[src/rtl/fetch_stage_unit_if.sv]
// Bundle of the IF-stage handshake, ROM and IF/ID signals between fetch_stage_unit and its neighbours.
// fetch_count/stall_count are always present; they read zero unless FETCH_PERF_CNT_EN is defined.
interface fetch_stage_unit_if #(
    parameter int ADDR_W = 9
);
    logic              pc_le;
    logic              redirect;
    logic [31:0]       tgt_addr;
    logic [31:0]       imem_data;
    logic [ADDR_W-1:0] imem_addr;
    logic [31:0]       pc_out;
    logic [31:0]       id_instruction;
    logic [31:0]       id_pc;
    logic              id_valid;
    logic              id_squash;
    logic [1:0]        fsm_state;
    logic [31:0]       fetch_count;
    logic [31:0]       stall_count;

    modport master (
        input  pc_le, redirect, tgt_addr, imem_data,
        output imem_addr, pc_out, id_instruction, id_pc, id_valid,
               id_squash, fsm_state, fetch_count, stall_count
    );

    modport slave (
        output pc_le, redirect, tgt_addr, imem_data,
        input  imem_addr, pc_out, id_instruction, id_pc, id_valid,
               id_squash, fsm_state, fetch_count, stall_count
    );
endinterface

[src/rtl/fetch_stage_unit.sv]
// RV32 IF stage: PC register, ROM address drive, IF/ID register and boot/stall/redirect FSM.
// Optional FETCH_PERF_CNT_EN adds fetch/stall event counters.
module fetch_stage_unit #(
    parameter int          ADDR_W    = 9,
    parameter logic [31:0] RESET_PC  = 32'h0000_0000,
    parameter logic [31:0] NOP_INSTR = 32'h0000_0000
) (
    input  logic                  clk,
    input  logic                  reset,
    fetch_stage_unit_if.master    bus
);
    typedef enum logic [1:0] {
        ST_BOOT  = 2'b00,
        ST_RUN   = 2'b01,
        ST_STALL = 2'b10,
        ST_FLUSH = 2'b11
    } state_t;

    state_t      state_q, state_d;
    logic [31:0] pc_q, pc_d;
    logic [31:0] instr_q, instr_d;
    logic [31:0] idpc_q, idpc_d;
    logic        valid_q, valid_d;

    // Redirect beats stall; imem_data is only consumed on a normal advance.
    always_comb begin
        state_d = state_q;
        pc_d    = pc_q;
        instr_d = instr_q;
        idpc_d  = idpc_q;
        valid_d = valid_q;
        case (state_q)
            ST_BOOT: begin
                state_d = ST_RUN;
            end
            ST_RUN, ST_STALL, ST_FLUSH: begin
                if (bus.redirect) begin
                    pc_d    = bus.tgt_addr & 32'hFFFF_FFFC;
                    instr_d = NOP_INSTR;
                    idpc_d  = 32'h0000_0000;
                    valid_d = 1'b0;
                    state_d = ST_FLUSH;
                end else if (!bus.pc_le) begin
                    state_d = ST_STALL;
                end else begin
                    pc_d    = pc_q + 32'd4;
                    instr_d = bus.imem_data;
                    idpc_d  = pc_q;
                    valid_d = 1'b1;
                    state_d = ST_RUN;
                end
            end
            default: begin
                state_d = ST_BOOT;
            end
        endcase
    end

    // Pipeline state registers.
    always_ff @(posedge clk or posedge reset) begin
        if (reset) begin
            state_q <= ST_BOOT;
            pc_q    <= RESET_PC;
            instr_q <= NOP_INSTR;
            idpc_q  <= 32'h0000_0000;
            valid_q <= 1'b0;
        end else begin
            state_q <= state_d;
            pc_q    <= pc_d;
            instr_q <= instr_d;
            idpc_q  <= idpc_d;
            valid_q <= valid_d;
        end
    end

    assign bus.imem_addr      = pc_q[ADDR_W-1:0];
    assign bus.pc_out         = pc_q;
    assign bus.id_instruction = instr_q;
    assign bus.id_pc          = idpc_q;
    assign bus.id_valid       = valid_q;
    assign bus.fsm_state      = state_q;
    // BOOT has nothing in ID yet, so there is nothing to squash.
    assign bus.id_squash      = bus.redirect & (state_q != ST_BOOT);

`ifdef FETCH_PERF_CNT_EN
    logic [31:0] fetch_cnt_q;
    logic [31:0] stall_cnt_q;

    // Count advance and stall edges; BOOT and redirect edges are excluded.
    always_ff @(posedge clk or posedge reset) begin
        if (reset) begin
            fetch_cnt_q <= 32'h0000_0000;
            stall_cnt_q <= 32'h0000_0000;
        end else if ((state_q != ST_BOOT) && !bus.redirect) begin
            if (bus.pc_le) begin
                fetch_cnt_q <= fetch_cnt_q + 32'd1;
            end else begin
                stall_cnt_q <= stall_cnt_q + 32'd1;
            end
        end
    end

    assign bus.fetch_count = fetch_cnt_q;
    assign bus.stall_count = stall_cnt_q;
`else
    assign bus.fetch_count = 32'h0000_0000;
    assign bus.stall_count = 32'h0000_0000;
`endif
endmodule
[src/flat_wrapper.sv]
// flat-port wrapper written by rule: the top's interface ports become plain ports
module fetch_stage_unit_flat 
#(
    parameter int          ADDR_W    = 9,
    parameter logic [31:0] RESET_PC  = 32'h0000_0000,
    parameter logic [31:0] NOP_INSTR = 32'h0000_0000
)
  (clk, reset, bus_pc_le, bus_redirect, bus_tgt_addr, bus_imem_data, bus_imem_addr, bus_pc_out, bus_id_instruction, bus_id_pc, bus_id_valid, bus_id_squash, bus_fsm_state, bus_fetch_count, bus_stall_count);
  fetch_stage_unit_if #(.ADDR_W(ADDR_W)) bus_i ();
  input  logic clk;
  input  logic reset;
  input wire logic [$bits(bus_i.pc_le)-1:0] bus_pc_le;
  input wire logic [$bits(bus_i.redirect)-1:0] bus_redirect;
  input wire logic [$bits(bus_i.tgt_addr)-1:0] bus_tgt_addr;
  input wire logic [$bits(bus_i.imem_data)-1:0] bus_imem_data;
  output wire logic [$bits(bus_i.imem_addr)-1:0] bus_imem_addr;
  output wire logic [$bits(bus_i.pc_out)-1:0] bus_pc_out;
  output wire logic [$bits(bus_i.id_instruction)-1:0] bus_id_instruction;
  output wire logic [$bits(bus_i.id_pc)-1:0] bus_id_pc;
  output wire logic [$bits(bus_i.id_valid)-1:0] bus_id_valid;
  output wire logic [$bits(bus_i.id_squash)-1:0] bus_id_squash;
  output wire logic [$bits(bus_i.fsm_state)-1:0] bus_fsm_state;
  output wire logic [$bits(bus_i.fetch_count)-1:0] bus_fetch_count;
  output wire logic [$bits(bus_i.stall_count)-1:0] bus_stall_count;
  assign bus_i.pc_le = bus_pc_le;
  assign bus_i.redirect = bus_redirect;
  assign bus_i.tgt_addr = bus_tgt_addr;
  assign bus_i.imem_data = bus_imem_data;
  assign bus_imem_addr = bus_i.imem_addr;
  assign bus_pc_out = bus_i.pc_out;
  assign bus_id_instruction = bus_i.id_instruction;
  assign bus_id_pc = bus_i.id_pc;
  assign bus_id_valid = bus_i.id_valid;
  assign bus_id_squash = bus_i.id_squash;
  assign bus_fsm_state = bus_i.fsm_state;
  assign bus_fetch_count = bus_i.fetch_count;
  assign bus_stall_count = bus_i.stall_count;
  fetch_stage_unit #(.ADDR_W(ADDR_W), .RESET_PC(RESET_PC), .NOP_INSTR(NOP_INSTR)) u_core (.clk(clk), .reset(reset), .bus(bus_i));
endmodule
[config.mk]
export PLATFORM = sky130hd
export DESIGN_NAME = fetch_stage_unit_flat
export DESIGN_NICKNAME = d
export VERILOG_FILES = /design/src/rtl/fetch_stage_unit_if.sv /design/src/rtl/fetch_stage_unit.sv /design/src/flat_wrapper.sv
export SDC_FILE = /design/constraint.sdc
export NUM_CORES = 1
export LEC_CHECK = 0
export ABC_AREA = 0
export BUFFER_PORTS_ARGS = -buffer_cell sky130_fd_sc_hd__buf_2
export CORE_MARGIN = 1.5
export CORE_UTILIZATION = 28
export DETAILED_ROUTE_END_ITERATION = 10
export PLACE_DENSITY = 0.52
export SETUP_SLACK_MARGIN = 0.4
export SLEW_MARGIN = 10
export SYNTH_ARGS = -nofsm -noshare
export SYNTH_HDL_FRONTEND = slang
export SYNTH_SLANG_ARGS = --single-unit
[constraint.sdc]
create_clock -name clk -period 4.22 [get_ports clk]
set_input_delay 0.633 -clock clk [delete_from_list [all_inputs] [get_ports clk]]
set_output_delay 0.633 -clock clk [all_outputs]
set_load 0.02 [all_outputs]
==> key figures <==
Routing
  – Drt pass-1 iters: 4
  – Via count: 4,012
  – DRT iter0 DRCs: 205
  – DRT antenna net count: 0
  – DR WL/cell: 16.2 µm
  – Final Routed Wirelength: 13.5 mm
  – Routed vias/inst: 4.80
  – DRC violations left: 0

Min path
  – Worst hold path type: in -> async

Critical path
  – Worst setup path endpoint: bus_id_squash
  – Worst reg2reg path endpoint: u_core.bus.pc_out[22]
  – Worst path required time: 3.59 ns
  – Crit Path Class: in -> out
  – Depth of the worst register-to-register path: 6
  – Crit. End Element: output pin
  – Crit Path Max Fanout: 32
  – Worst Path Arrival: 2.02 ns
  – CP Launch Type: primary input
  – Critical R2R Launch: u_core.bus.pc_out[2]
  – Timing startpoint of the critical path: bus_redirect
  – Worst reg-to-reg setup slack: 1.93 ns

Layout
  – Area delta synth->final: 22.4%
  – Seq. cell area: 2400 µm²
  – Fraction of layout cells with a size suffix above 1: 0.341
  – Area used by multi-input combinational logic: 1950 µm²
  – Final non-filler cell area: 5880 µm²
  – Filler Cell Count: 1,731
  – Total Nets Final: 679

Outcome
  – Result of the run: finished clean

STA
  – Final hold violations: 0
  – Share of the cycle needed by the critical path after routing: 0.630
  – Relative max-transition margin: 0.357
  – Number of pins with negative max-slew slack in the final report: 0
  – Period minus WS final: 2.66 ns
  – Measured slew at the worst slew-check pin: 0.964 ns
  – Unrepaired setup endpoints after global routing: false
  – Total setup violations reported at the end of the flow: 0
  – Setup TNS: 0 ns
  – Final worst clock skew: 0.0110 ns
  – Highest clock rate: 376 MHz

Clocking
  – Skew-Pair Late Insertion Delay: 0.35 ns
  – Post-cts hold buffer count: 0
  – CTS H-tree depth: 3
  – Total of cells resized after clock tree synthesis: 0
  – CTS tree: built
  – Cts bufs inserted: 9
  – Clock edge transition at the registers on the reported setup and hold paths: 0.07 ns
  – Clock Tree Root: clkbuf_16
  – Clock buffer depth: 2
  – Clock tree sinks: 96
  – Number of buffers inserted to repair setup after CTS: 0

Synth
  – Async set-or-reset flop fraction in the synthesized netlist: 1.00
  – Number of synthesis warnings: 0
  – Unique cell type count in the Yosys netlist: 50
  – Number of enable-type register cells in the synthesized netlist: 0
  – Area share of and/or/nand/nor cells after synthesis: 0.121
  – Post-synth top area share: 0.500
  – Seq/Total Area, Yosys: 0.500
  – Synthesized flop and latch total: 96
  – Combined area of all synthesized cells: 4810 µm²
  – Most used flip-flop cell after synthesis: dfrtp_1
  – Largest area contributor in the synthesized netlist: dfrtp_1
  – Largest family of logic cells by synthesized area: compound AO/OA/AOI/OAI gates
  – Post-synthesis compound-gate area fraction: 0.206
  – Mean Syn Cell Area: 10.5 µm²
  – Cells taking the most area after synthesis: dfrtp_1 50%, buf_4 12%, a22o_1 10%
  – Post-synthesis xor/xnor area fraction: 0
  – Mapped Cells: 460
  – Post-Synth Adder-Cell Area: 0.00260
  – Mux share of post-synthesis cell area: 0.0190

Global routing
  – Vias in the first global route: 3,681
  – Number of antenna violations at the first check in global routing: 1
  – Wire length of the first global-routing pass: 20.6 mm
  – Global-route usage over all layers: 0.147
  – Grt total ovfl: 0
  – Largest net degree at the start of global routing: 75

Placed design
  – Last weighted congestion value of the routability-driven placer: 0.700
  – Detailed Place HPWL: 9.08 mm
  – Port buffer count: 170
  – Placed cell areas: 5590 µm²

Power and ir drop
  – Overall power consumption: 0.00255 W
  – Clock network fraction of total power: 0.313
  – Largest voltage drop on the vdd net: 0.000193 V
  – Portion of total power attributed to sequential cells: 0.447
  – Switching fraction of total power: 0.358
  – Switching component of the power: 0.000913 W
  – Static leakage: 3.02 nW
  – P_int: 0.00164 W
  – Fraction of power consumed by combinational cells: 0.240
  – Power density over the cells: 434 nW/µm²

Floorplanning
  – Horiz. Die Dim: 134 µm
  – Initial core utilization: 0.288
  – Die ar.: 18,000 µm²
  – Number of rows created at floorplan: 47
  – I/O pin cnt: 241
  – Core area: 16,700 µm²
  – Die outline height: 134 µm

Job
  – Max cap viols: 0
state kept, by name (all words and copies together), names as in the netlist:
signal and count:
u_core.bus.id_instruction 32, u_core.bus.id_pc 31, u_core.bus.pc_out 30, u_core.bus.fsm_state 2, u_core.bus.id_valid 1
metal layers:
metal	track usage	up-vias	share of wire
met5	0	-	0
met4	0.0484	0	0.014
met3	0.0340	15	0.069
met2	0.223	174	0.46
met1	0.208	1969	0.46
li1	-	1854	-
Yosys cell counts, types with 3 or more instances:
cell type  number
a31oi_1         7
dfrtp_1        96
a22o_1         55
a221o_1         3
a311oi_1        3
a22oi_1         5
inv_1           7
buf_4          76
nand2_1        29
o22ai_1        11
a21oi_1        16
or3_1           3
and4_1          3
nor3_1          7
nand4_1         7
o21ai_0        18
or4_1           3
and3_1          9
buf_2           3
buf_1           3
nand3_1        18
mux2i_1         8
clkbuf_1       24
nor2_1         15
placed cells by master (no fill, tap or decap), types with 2 or more instances in the layout:
cell,synthesis,routed
conb_1,1,68
or4_1,3,3
nor3_1,7,7
o311ai_2,2,2
clkinvlp_4,0,2
nand3_1,18,18
nor2b_1,2,2
buf_2,3,170
a22o_1,55,55
buf_4,76,8
o211ai_1,2,2
nor2_1,15,14
clkbuf_16,0,9
inv_1,7,6
mux2i_1,8,8
o22ai_1,11,10
and3_1,9,9
clkinv_4,0,2
o21ai_0,18,18
a311oi_1,3,3
and4_1,3,3
nand2_1,29,29
inv_8,0,2
nand4_1,7,7
or3_1,3,3
or2_2,2,2
a22oi_1,5,5
a21oi_1,16,16
a31oi_1,7,7
a221o_1,3,3
dfrtp_1,96,96
critical path, stage by stage:
cell     delay, ns
buf_2         0.53
nor2_1        0.16
nor2_2        0.13
nand2_1       0.07
inv_1         0.08
buf_4         0.20
buf_2         0.19
per-stage QoR:
| stage | cells | utilization | setup WS, ns | hold slack [ns] |
|---|---|---|---|---|
| 6_report | 836 | 0.352 | 1.56 | 0.475 |
| 5_1_grt | 835 | 0.352 | 1.43 | 0.479 |
| 4_1_cts | 835 | 0.352 | 1.54 | 0.479 |
| 3_5_place_dp | 819 | 0.335 | 1.51 | 0.459 |
| 3_3_place_gp | 819 | 0.335 | 1.57 | 0.462 |
| 2_1_floorplan | 527 | - | 1.08 | 0.590 |
layout make-up:
| class | count | area share |
|---|---|---|
| Clock inverter | 7 | 0.0108 |
| Clock buffer | 9 | 0.0383 |
| Antenna cell | 1 | 0.000425 |
| Multi-Input combinational cell | 317 | 0.332 |
| Timing Repair Buffer | 179 | 0.158 |
| Sequential cell | 96 | 0.408 |
| Tap cell | 220 | 0.0468 |
| Inverter | 7 | 0.00489 |
worst min path at each step:
stage	cells after the start	start	slack [ns]	endpoint
after floorplan	2	u_core.bus.id_pc[11]	0.59	u_core.bus.id_pc[11]
after global placement	2	u_core.bus.id_pc[24]	0.46	u_core.bus.id_pc[24]
after CTS	2	bus_imem_data[3]	0.48	u_core.bus.id_instruction[3]
after detailed placement	2	u_core.bus.id_pc[26]	0.46	u_core.bus.id_pc[26]
after global routing	2	bus_imem_data[3]	0.48	u_core.bus.id_instruction[3]
final	2	reset	0.48	u_core.bus.id_instruction[12]
power by group through the flow:
stage               clock network [W]  logic [W]  registers, W
floorplan                           0   0.000354       0.00125
global placement                    0   0.000609       0.00115
detailed placement                  0   0.000616       0.00115
CTS                          0.000836   0.000617       0.00114
global route                 0.000877   0.000663       0.00116
finish                       0.000799   0.000611       0.00114
cell families (layout without fill, tap and decap cells):
family	Yosys count	count (layout)
multiplexers	9	9
buffers and inverters	114	202
AO/OA/AOI/OAI	131	131
flip-flops	96	96
other	1	69
AND/OR/NAND/NOR	108	108
adder cells (fa/ha/maj)	1	1
Power figures use the tool's default switching activity.
